[src/rtl/alu_seq.sv]
// Multi-cycle EX-stage ALU with a valid/ready handshake on both sides.
// Single-cycle logic/arith/compare; shifts iterate SHIFT_STEP bits per cycle.
module alu_seq #(
  parameter int WIDTH      = 32,
  parameter int SHIFT_STEP = 1
) (
  input  logic             clk,
  input  logic             rst_n,
  input  logic             in_valid,
  output logic             in_ready,
  input  logic [3:0]       op_sel,
  input  logic [WIDTH-1:0] op_a,
  input  logic [WIDTH-1:0] op_b,
  output logic             out_valid,
  input  logic             out_ready,
  output logic [WIDTH-1:0] result,
  output logic             zero
);
  localparam int SHW = $clog2(WIDTH);
  localparam logic [SHW-1:0] STEP = SHW'(SHIFT_STEP);

  typedef enum logic [1:0] {IDLE, SHIFT, DONE} state_t;

  typedef struct packed {
    logic [WIDTH-1:0] work;
    logic [SHW-1:0]   cnt;
    logic             left;
    logic             fill;
  } shift_ctx_t;

  state_t           state, state_nxt;
  shift_ctx_t       sh;
  logic [SHW-1:0]   shamt, k, cnt_left;
  logic             is_shift, load_res, load_shift, do_step;
  logic [WIDTH-1:0] alu_res, step_res, res_d;
  logic [2*WIDTH-1:0] wide;

  assign shamt    = op_b[SHW-1:0];
  assign is_shift = (op_sel == 4'b0001) || (op_sel[2:0] == 3'b101);

  always_comb begin
    alu_res = '0;
    case (op_sel)
      4'b0000: alu_res = op_a + op_b;
      4'b1000: alu_res = op_a - op_b;
      4'b0010: alu_res[0] = $signed(op_a) < $signed(op_b);
      4'b0011: alu_res[0] = op_a < op_b;
      4'b0100: alu_res = op_a ^ op_b;
      4'b0110: alu_res = op_a | op_b;
      4'b0111: alu_res = op_a & op_b;
      4'b1111: alu_res = op_b;
      default: alu_res = '0;
    endcase
  end

  // Last step may be shorter than SHIFT_STEP; right shifts pull fill bits in from the top.
  assign k        = (sh.cnt < STEP) ? sh.cnt : STEP;
  assign cnt_left = sh.cnt - k;
  assign wide     = {{WIDTH{sh.fill}}, sh.work} >> k;
  assign step_res = sh.left ? (sh.work << k) : wide[WIDTH-1:0];

  always_comb begin
    state_nxt  = state;
    in_ready   = 1'b0;
    out_valid  = 1'b0;
    load_res   = 1'b0;
    load_shift = 1'b0;
    do_step    = 1'b0;
    res_d      = '0;
    case (state)
      IDLE: begin
        in_ready = 1'b1;
        if (in_valid) begin
          if (is_shift && shamt != '0) begin
            load_shift = 1'b1;
            state_nxt  = SHIFT;
          end else begin
            load_res  = 1'b1;
            res_d     = is_shift ? op_a : alu_res;
            state_nxt = DONE;
          end
        end
      end
      SHIFT: begin
        do_step = 1'b1;
        if (cnt_left == '0) begin
          load_res  = 1'b1;
          res_d     = step_res;
          state_nxt = DONE;
        end
      end
      DONE: begin
        out_valid = 1'b1;
        if (out_ready) state_nxt = IDLE;
      end
      default: state_nxt = IDLE;
    endcase
  end

  always_ff @(posedge clk or negedge rst_n) begin
    if (!rst_n) state <= IDLE;
    else        state <= state_nxt;
  end

  always_ff @(posedge clk or negedge rst_n) begin
    if (!rst_n) begin
      sh     <= '0;
      result <= '0;
      zero   <= 1'b0;
    end else begin
      if (load_shift) begin
        sh.work <= op_a;
        sh.cnt  <= shamt;
        sh.left <= (op_sel == 4'b0001);
        sh.fill <= op_sel[3] & op_a[WIDTH-1];
      end else if (do_step) begin
        sh.work <= step_res;
        sh.cnt  <= cnt_left;
      end
      if (load_res) begin
        result <= res_d;
        zero   <= (res_d == '0);
      end
    end
  end
endmodule

[config.mk]
export PLATFORM = sky130hd
export DESIGN_NAME = alu_seq
export DESIGN_NICKNAME = d
export VERILOG_FILES = /design/src/rtl/alu_seq.sv
export SDC_FILE = /design/constraint.sdc
export NUM_CORES = 1
export LEC_CHECK = 0
export BUFFER_PORTS_ARGS = -buffer_cell sky130_fd_sc_hd__buf_2
export CAP_MARGIN = 5
export CORE_UTILIZATION = 40
export CTS_BUF_LIST = sky130_fd_sc_hd__clkbuf_16
export DETAILED_ROUTE_END_ITERATION = 10
export PLACE_DENSITY = 0.69
export SYNTH_ARGS = -nofsm -noshare
export SYNTH_HDL_FRONTEND = slang
export SYNTH_SLANG_ARGS = --single-unit
[constraint.sdc]
create_clock -name clk -period 10.85 [get_ports clk]
set_clock_uncertainty 0.2 [all_clocks]
set_input_delay 0 -clock clk [delete_from_list [all_inputs] [get_ports clk]]
set_output_delay 0 -clock clk [all_outputs]
set_load 0.01 [all_outputs]
==> flow_summary.toml, run 1 <==
[worst_setup_path]
cp_max_fo = 9
cpLargestDelayFamily = "compound AO/OA/AOI/OAI gates"
max_stage_delay_ns = 1.04
crit_buf_inv = 3
reg2reg_from = "sh[4]"
crit_chain = "dlygate4sd3_1 -> buf_2 -> inv_1 -> ha_1 -> o211ai_1 -> o21a_1 -> a2111oi_0 -> o31ai_1 -> nand2_1 -> mux2i_1 -> o41ai_2 -> o21ai_0 -> or4_1 -> nand4b_1 -> o31ai_2"
arrival_ns = 4.94
critical_path_class = "input port to register"
timing.rr.end = "zero"
reg2reg_depth = 14
critPathCaptureType = "register"
startpoint_type = "input port"
r2r_setup_slack_ns = 6.13
critPathRequiredTime_ns = 10.90
worst_path_max_delay_cell = "a2111oi_0"

[power]
pwr-share-seq_pct = 29.5
p_comb_share_pct = 52.1
intPower_uw = 981
p_leak_uw = 0.00523
ir_drop_mv = 0.139
clock_power_share_pct = 18.4
sw_frac_of_total_pct = 47.2
power_density_nw_per_um2 = 158
p_sw_uw = 878

[floorplan]
die_area_um2 = 26400
initial_core_util_pct = 40.9
core_area_um2 = 25300
die_h_um = 163
rows = 58
boundaryPins = 107
fp.dieW_um = 163

[layout]
area_growth_pct = 13.9
final_util_pct = 46.5
nets = 1664
layout.cells.non_filler = 1820
drive_above_1_share_pct = 12.2
n_antenna_cell = 0

[route]
wire_per_inst_um = 24.8
drt_first_pass_iters = 7
drc = 0
antenna_left = 0
via_per_inst = 6.73
dr.first_iter.drc_count = 1816
wirelength_um = 45200
num_vias = 12300

[clock_tree]
cts_setup_buffers = 0
cts.sinks = 74
cts-root-buf = "clkbuf_16"
clk_latency_ns = 0.34
clockBufferDepth = 2
cts-resized-gates = 0
path_clk_slew_ns = 0.06
cts_max_level = 3
tritoncts = "yes"
numCtsBuffers = 9
hold_buffers = 40

[timing]
fin_crit_ns = 4.89
period_share_pct = 45.0
slew_headroom_pct = 19.0
hold_viol_final = 0
finalMaxSlewViolations = 0
fin_tns_setup_ns = 0
setup-violations-final = 0
max_freq_mhz = 205
rsz0062_at_grt = "no"
worstMarginPinSlew_ns = 1.18

[logic_synthesis]
synth-seq-area-share_pct = 17.9
synth_fp_nets = 1589
netlist_area_um2 = 10300
synth.top_cell.area_share_pct = 17.9
synth_area_per_cell_um2 = 7.32
synth-edff-count = 0
syn_inst = 1410
synth_cell_types = 89
ys_top_cells_by_area = "dfrtp_1 18%, ha_1 13%, nand2_1 5.8%"
async_flop_share_pct = 100
ys.flop_type = "dfrtp_1"
yosysTopAreaCell = "dfrtp_1"
ys_warn_count = 0
synth_seq_cells = 74

[hold_path]
hold_end = "sh[1]"
hp-start = "op_sel[2]"
min_path_cells = 2
hp-class = "input port to register"

[placement]
routabilityCongestion = 1.03
dp.final_hpwl_um = 34200
place_inst = 1764
io_buffers = 106

[global_route]
grt_max_degree = 75
first_global_vias = 11100
grt_overflow = 0
antenna_found_initial = 1
grt_pass1_wl_um = 67800
grt_usage_pct = 33.6

[outcome]
status = "completed"

[run]
cap_violations = 0
-- stage by stage --
step | hold slack (ns) | instance area, um2 | total power [uW] | worst slack [ns]
6_report | 0.0314 | 11800 | 1860 | 5.96
5_1_grt | 0.0406 | 11800 | 1970 | 5.83
4_1_cts | 0.000438 | 11800 | 1830 | 6.09
3_5_place_dp | 0.0101 | 11000 | 1470 | 6.20
3_3_place_gp | 0.0142 | 11000 | 1460 | 6.26
2_1_floorplan | -0.496 | 10300 | 1140 | 6.74
-- state kept, by name (all words and copies together) (netlist names) --
signal and cells:
sh 39, result 32, state 2, zero 1
-- routing by layer --
layer	GRT usage [%]	wire, um	up-vias
li1	-	-	5414
met1	48.4	18900	5809
met2	49.4	18500	885
met3	6.16	5870	144
met4	13.0	1900	0
met5	0	0	-
-- power by group through the flow --
stage	combinational (uW)	clock, uW	sequential (uW)
after floorplan	618	0	520
after detailed placement	929	0	544
after global placement	921	0	542
after global routing	1050	355	562
final	968	342	549
after CTS	944	344	542
-- how the worst max path moves through the flow --
stage	startpoint	endpoint	slack, ns	cells after the start
after floorplan	sh[4]	zero	6.74	16
after global placement	op_sel[3]	zero	6.26	13
after detailed placement	sh[4]	zero	6.20	14
after CTS	op_b[4]	zero	6.09	15
after global routing	op_a[1]	zero	5.83	15
final	op_b[4]	zero	5.96	15
-- layout make-up --
cell class | instances | area, um2
clock inverters | 7 | 110
well taps | 330 | 413
fillers | 2558 | 13500
inverters | 96 | 360
repair buffers | 165 | 1080
multi-input cells | 1139 | 7720
flip-flops and latches | 74 | 1850
clock buffers | 9 | 225
-- synth_stat cells, types with 10 or more instances --
cell type  number
nand2_1       159
nor2_1        123
a21oi_1       111
ha_1          105
inv_1          96
clkbuf_1       81
o21ai_0        81
dfrtp_1        74
mux2i_1        44
o221ai_1       39
nor3_1         33
a211oi_1       27
nand3_1        25
o211ai_1       25
nor4_1         20
o22ai_1        19
a21o_1         16
nand4_1        16
a31oi_1        15
o21a_1         15
o31ai_1        14
a221oi_1       13
nand2b_1       13
o21bai_1       13
a221o_1        12
nor2b_1        12
a22oi_1        10
-- kinds of logic after synthesis --
kind of cell,Yosys count,share of synthesized area [%]
buffers and inverters,197,7.54
muxes,49,4.81
xor gates and xnor gates,2,0.170
AOI/OAI and AO/OA,507,34.4
adders and majority gates,107,13.1
and+or+nand+nor,474,22.0
DFF,74,17.9
-- cells in the final DEF, fill, tap and decap left out, types with 13 or more instances in the layout --
master,n
nor2_1,122
nand2b_1,13
ha_1,105
dfrtp_1,73
a31oi_1,15
a21oi_1,111
nand4_1,16
nand2_1,159
dlygate4sd3_1,40
nor4_1,19
nand3_1,25
o22ai_1,19
o21a_1,15
a221oi_1,13
o221ai_1,39
o211ai_1,25
o21bai_1,13
o21ai_0,81
a21o_1,16
inv_1,98
o31ai_1,14
mux2i_1,44
buf_4,20
a211oi_1,27
buf_2,105
nor3_1,32
(Power assumes the default switching activity.)
==> inputs of run 2 (changes only) <==
--- a/config.mk
+++ b/config.mk
@@ -10,7 +10,7 @@
 export CORE_UTILIZATION = 40
 export CTS_BUF_LIST = sky130_fd_sc_hd__clkbuf_16
 export DETAILED_ROUTE_END_ITERATION = 10
-export PLACE_DENSITY = 0.69
+export PLACE_DENSITY = 0.71
 export SYNTH_ARGS = -nofsm -noshare
 export SYNTH_HDL_FRONTEND = slang
 export SYNTH_SLANG_ARGS = --single-unit
==> constraint.sdc (replaced) <==
create_clock -name clk -period 4.3 [get_ports clk]
set_clock_uncertainty 0.2 [all_clocks]
set_input_delay 0 -clock clk [delete_from_list [all_inputs] [get_ports clk]]
set_output_delay 0 -clock clk [all_outputs]
set_load 0.01 [all_outputs]
==> run 2 against run 1 <==
Net effect: non-clock buffer count up 67; hold slack better by 0.0012 ns; global-route usage up 0.73 points.
==> flow_summary.toml, run 2 (synthesis gave the netlist of run 1 again) <==
[worst_setup_path]
critPathCaptureType = "register"
critical_path_class = "input port to register"
critPathRequiredTime_ns = 4.36
arrival_ns = 4.30
cp_common_cell = "or4_1"
max_stage_delay_ns = 0.59
worst_path_max_delay_cell = "or4_1"
crit_path_start = "op_a[12]"
startpoint_type = "input port"
crit_chain = "dlygate4sd3_1 -> buf_2 -> inv_1 -> ha_1 -> or4_1 -> nor3_1 -> o21ai_0 -> nor2b_1 -> a31oi_1 -> a2bb2oi_2 -> and3_1 -> nand2_1 -> or4_1 -> nand4b_1 -> o31ai_2"
cp_max_fo = 10
reg2reg_from = "sh[3]"

[layout]
n_antenna_cell = 0
final_util_pct = 48.7
final_common_cell = "nand2_1"
nets = 1731
final_cell_mix = "159 x nand2_1, 122 x nor2_1, 108 x a21oi_1, 105 x buf_2, 102 x ha_1"
drive_above_1_share_pct = 17.2
largest-register = "sh"
top_regs = "sh x39, result x32, state x2"
largest_reg_flops = 39
layout.cells.non_filler = 1887
area_growth_pct = 19.3

[run]
cap_violations = 0

[clock_tree]
path_clk_slew_ns = 0.06
cts.sinks = 74
clk_latency_ns = 0.35
tritoncts = "yes"
numCtsBuffers = 9
cts_max_level = 3
cts-root-buf = "clkbuf_16"
clockBufferDepth = 2

[power]
p_leak_uw = 0.00553
ir_drop_mv = 0.302
power_density_nw_per_um2 = 381
power.total_uw = 4700

[hold_path]
hp-class = "input port to register"
hp-start = "op_a[20]"

[global_route]
grt_overflow = 0
grt_pass1_wl_um = 69400
grt_max_degree = 75
first_global_vias = 11500
antenna_found_initial = 1
grt_usage_pct = 34.4

[timing]
hold_viol_final = 0
rsz0062_at_grt = "no"
worstMarginPinSlew_ns = 1.07
fin_crit_ns = 4.24
period_share_pct = 98.7
setup-violations-final = 0
slew_headroom_pct = 28.3
max_freq_mhz = 236
finalMaxSlewViolations = 0
fin_tns_setup_ns = 0

[route]
wirelength_um = 45800
antenna_left = 0
drc = 0
num_vias = 12500
via_per_inst = 6.64
dr.first_iter.drc_count = 1608
drt_first_pass_iters = 8
wire_per_inst_um = 24.3

[floorplan]
boundaryPins = 107
initial_core_util_pct = 40.9
rows = 58
die_area_um2 = 26400
core_area_um2 = 25300
die_h_um = 163
fp.dieW_um = 163

[placement]
dp.final_hpwl_um = 35400
routabilityCongestion = 1.06
place_inst = 1826
io_buffers = 106

[outcome]
status = "completed"
-- run 2: report_power, final --
group          switching (uW)  leakage [uW]  total (uW)  internal (uW)
logic                    1630       0.00446        2660           1030
registers                 329      0.000930        1350           1020
clock network             305      0.000138         690            384
-- run 2: stage by stage --
step | setup slack [ns] | hold WS, ns | instance area (um2)
2_1_floorplan | 0.190 | -0.496 | 10300
3_3_place_gp | 0.0490 | 0.0120 | 11500
3_5_place_dp | -0.0783 | 0.0173 | 11500
4_1_cts | 0.00401 | 0.000865 | 12200
5_1_grt | 0.0123 | 0.0482 | 12300
6_report | 0.0559 | 0.0326 | 12300
-- run 2: layer usage --
| layer | routed length [um] | share of wire, % | track usage [%] |
|---|---|---|---|
| met3 | 5540 | 12 | 6.75 |
| met1 | 19100 | 42 | 48.7 |
| met4 | 2320 | 5.1 | 15.3 |
| met2 | 18800 | 41 | 50.0 |
| met5 | 0 | 0 | 0 |
-- run 2: worst max-delay path: cells and delay by family --
kind / cells / cell delay, ns
and+or+nand+nor: 7 / 2.00
AOI/OAI and AO/OA: 4 / 1.04
buffers and inverters: 3 / 0.78
adders and majority gates: 1 / 0.47
-- run 2: path summary, 6_finish.rpt --
kind                                   end  slack [ns]  cells after the start
worst min-delay path                sh[27]        0.03                      3
min in group asynchronous            sh[2]        0.16                      2
worst max register to register        zero        0.20                     13
worst max-delay path                  zero        0.06                     15
worst min register to register  result[27]        0.27                      2
max in group asynchronous            sh[1]        3.05                      2
-- run 2: final cells by class --
class                           count  area (um2)
Clock inverter                      7        38.8
Timing Repair Buffer              232        1580
Sequential cell                    74        1850
Clock buffer                        9         225
Inverter                           96         360
Multi-Input combinational cell   1139        7840
Fill cell                        2551       12900
Tap cell                          330         413
-- run 2: timing repair --
action                     CTS  global route
setup buffers                0             4
setup endpoints to repair    1             2
pin swaps                    0             4
hold buffers                41             0
hold endpoints to repair   113             0
gates resized for setup      1            26
==> inputs of run 3 (changes only) <==
--- a/config.mk
+++ b/config.mk
@@ -7,6 +7,7 @@
 export LEC_CHECK = 0
 export BUFFER_PORTS_ARGS = -buffer_cell sky130_fd_sc_hd__buf_2
 export CAP_MARGIN = 5
+export CORE_MARGIN = 3
 export CORE_UTILIZATION = 40
 export CTS_BUF_LIST = sky130_fd_sc_hd__clkbuf_16
 export DETAILED_ROUTE_END_ITERATION = 10
==> run 3 against run 2 <==
Net effect: global-route usage is 2.0 points lower; clock-buffer cell count unchanged; sequential share of layout area shrank 0.23 points; fmax is 1.8% higher; combinational power increased by 2%; sequential power hardly changed; critical path depth rose by 2; largest cell class unchanged.
==> flow_summary.toml, run 3 (synthesis gave the netlist of run 1 again) <==
[run]
cap_violations = 0

[power]
power_density_nw_per_um2 = 385
p_leak_uw = 0.00557
ir_drop_mv = 0.339

[floorplan]
fp.dieW_um = 167
boundaryPins = 107
core_area_um2 = 25300
die_area_um2 = 27800
initial_core_util_pct = 40.9
rows = 58
die_h_um = 167

[route]
via_per_inst = 6.59
drc = 0
num_vias = 12500
dr.first_iter.drc_count = 1778
wire_per_inst_um = 25.0
antenna_left = 0
wirelength_um = 47200
drt_first_pass_iters = 6

[worst_setup_path]
startpoint_type = "input port"
critPathCaptureType = "register"
worst_path_max_delay_cell = "dlygate4sd3_1"
cp_max_fo = 10
arrival_ns = 4.22
critPathRequiredTime_ns = 4.36
crit_chain = "dlygate4sd3_1 -> buf_2 -> inv_1 -> ha_1 -> o211ai_1 -> o211ai_1 -> and2_0 -> o21ai_0 -> buf_4 -> o31ai_2 -> buf_4 -> o21ai_0 -> nand3_1 -> nand3_1 -> o221ai_1 -> nand4b_1 -> o31ai_2"
critical_path_class = "input port to register"
max_stage_delay_ns = 0.52

[timing]
setup_slack_ns = 0.132
fin_crit_ns = 4.17
max_freq_mhz = 240
period_share_pct = 96.9
hold_viol_final = 0
worstMarginPinSlew_ns = 1.28
holdWs_ns = 0.120
slew_headroom_pct = 14.4
finalMaxSlewViolations = 0
setup-violations-final = 0

[layout]
register_area_um2 = 1850
drive_above_1_share_pct = 18.4
nets = 1737
multi_input_area_um2 = 7930
top_regs = "sh x39, result x32, state x2"
largest_reg_flops = 39
final_cell_mix = "159 x nand2_1, 122 x nor2_1, 107 x a21oi_1, 105 x buf_2"
layout.cells.non_filler = 1893
largest-register = "sh"
n_antenna_cell = 0
area_growth_pct = 21.1
final_common_cell = "nand2_1"
n_fill_cell = 2499

[global_route]
grt_overflow = 0
antenna_found_initial = 0
grt_pass1_wl_um = 71200
grt_max_degree = 75
grt_usage_pct = 32.4
first_global_vias = 11500

[clock_tree]
cts_max_level = 3
path_clk_slew_ns = 0.06
clk_latency_ns = 0.34
numCtsBuffers = 9
tritoncts = "yes"
cts-root-buf = "clkbuf_16"
cts.sinks = 74
clockBufferDepth = 2

[outcome]
status = "completed"

[placement]
place_inst = 1829
preCtsSetupSlack_ns = 0.0337
dp.final_hpwl_um = 36400
io_buffers = 106
routabilityCongestion = 1.04

[hold_path]
hp-class = "input port to register"
## run 3: path summary, 6_finish.rpt
check | slack, ns | endpoint | cells after the start | start
max | 0.13 | zero | 17 | op_a[5]
min | 0.12 | result[24] | 7 | op_b[24]
max reg2reg | 0.15 | zero | 14 | sh[3]
min reg2reg | 0.27 | result[13] | 2 | result[13]
max in group asynchronous | 3.04 | sh[1] | 2 | rst_n
min in group asynchronous | 0.18 | result[3] | 2 | rst_n
## run 3: layout make-up
type,instances,share of cell area [%]
clock buffers,9,1.80
clock inverters,7,0.481
inverters,96,2.88
multi-input cells,1139,63.5
flip-flops and latches,74,14.8
well taps,330,3.30
repair buffers,238,13.3
## run 3: power by group
part | internal [uW] | switching, uW
Combinational | 1050 | 1670
Clock | 443 | 308
Sequential | 1020 | 327
Total | 2510 | 2310
## run 3: metrics by stage
step	setup TNS (ns)	area [um2]	total power [uW]	utilization [%]
CTS	0	12300	4660	48.5
global placement	0	11500	3830	45.7
detailed placement	0	11500	3880	45.7
finish	0	12500	4820	49.5
global route	-0.0227	12500	5080	49.5
floorplan	0	10300	2870	-
## run 3: routing by layer
| layer | wire length, um | vias up | share of wire, % | global-route usage (%) |
|---|---|---|---|---|
| met2 | 20000 | 836 | 42 | 47.9 |
| li1 | - | 5571 | - | - |
| met5 | 0 | - | 0 | 0 |
| met4 | 1480 | 0 | 3.1 | 10.2 |
| met3 | 5550 | 96 | 12 | 6.08 |
| met1 | 20200 | 5971 | 43 | 47.6 |
## run 3: critical path, delay by kind of cell
kind	cells	cell delay, ns
buf+inv	5	1.15
fa+ha+maj	1	0.51
simple gates	4	0.66
compound gates	7	1.86
## run 3: repair_timing
| item | in CTS | in global routing |
|---|---|---|
| hold buffers | 43 | 0 |
| resized for setup | 0 | 46 |
| endpoints found under the hold margin | 114 | 0 |
| setup endpoints to repair | 0 | 1 |
| setup buffers | 0 | 5 |
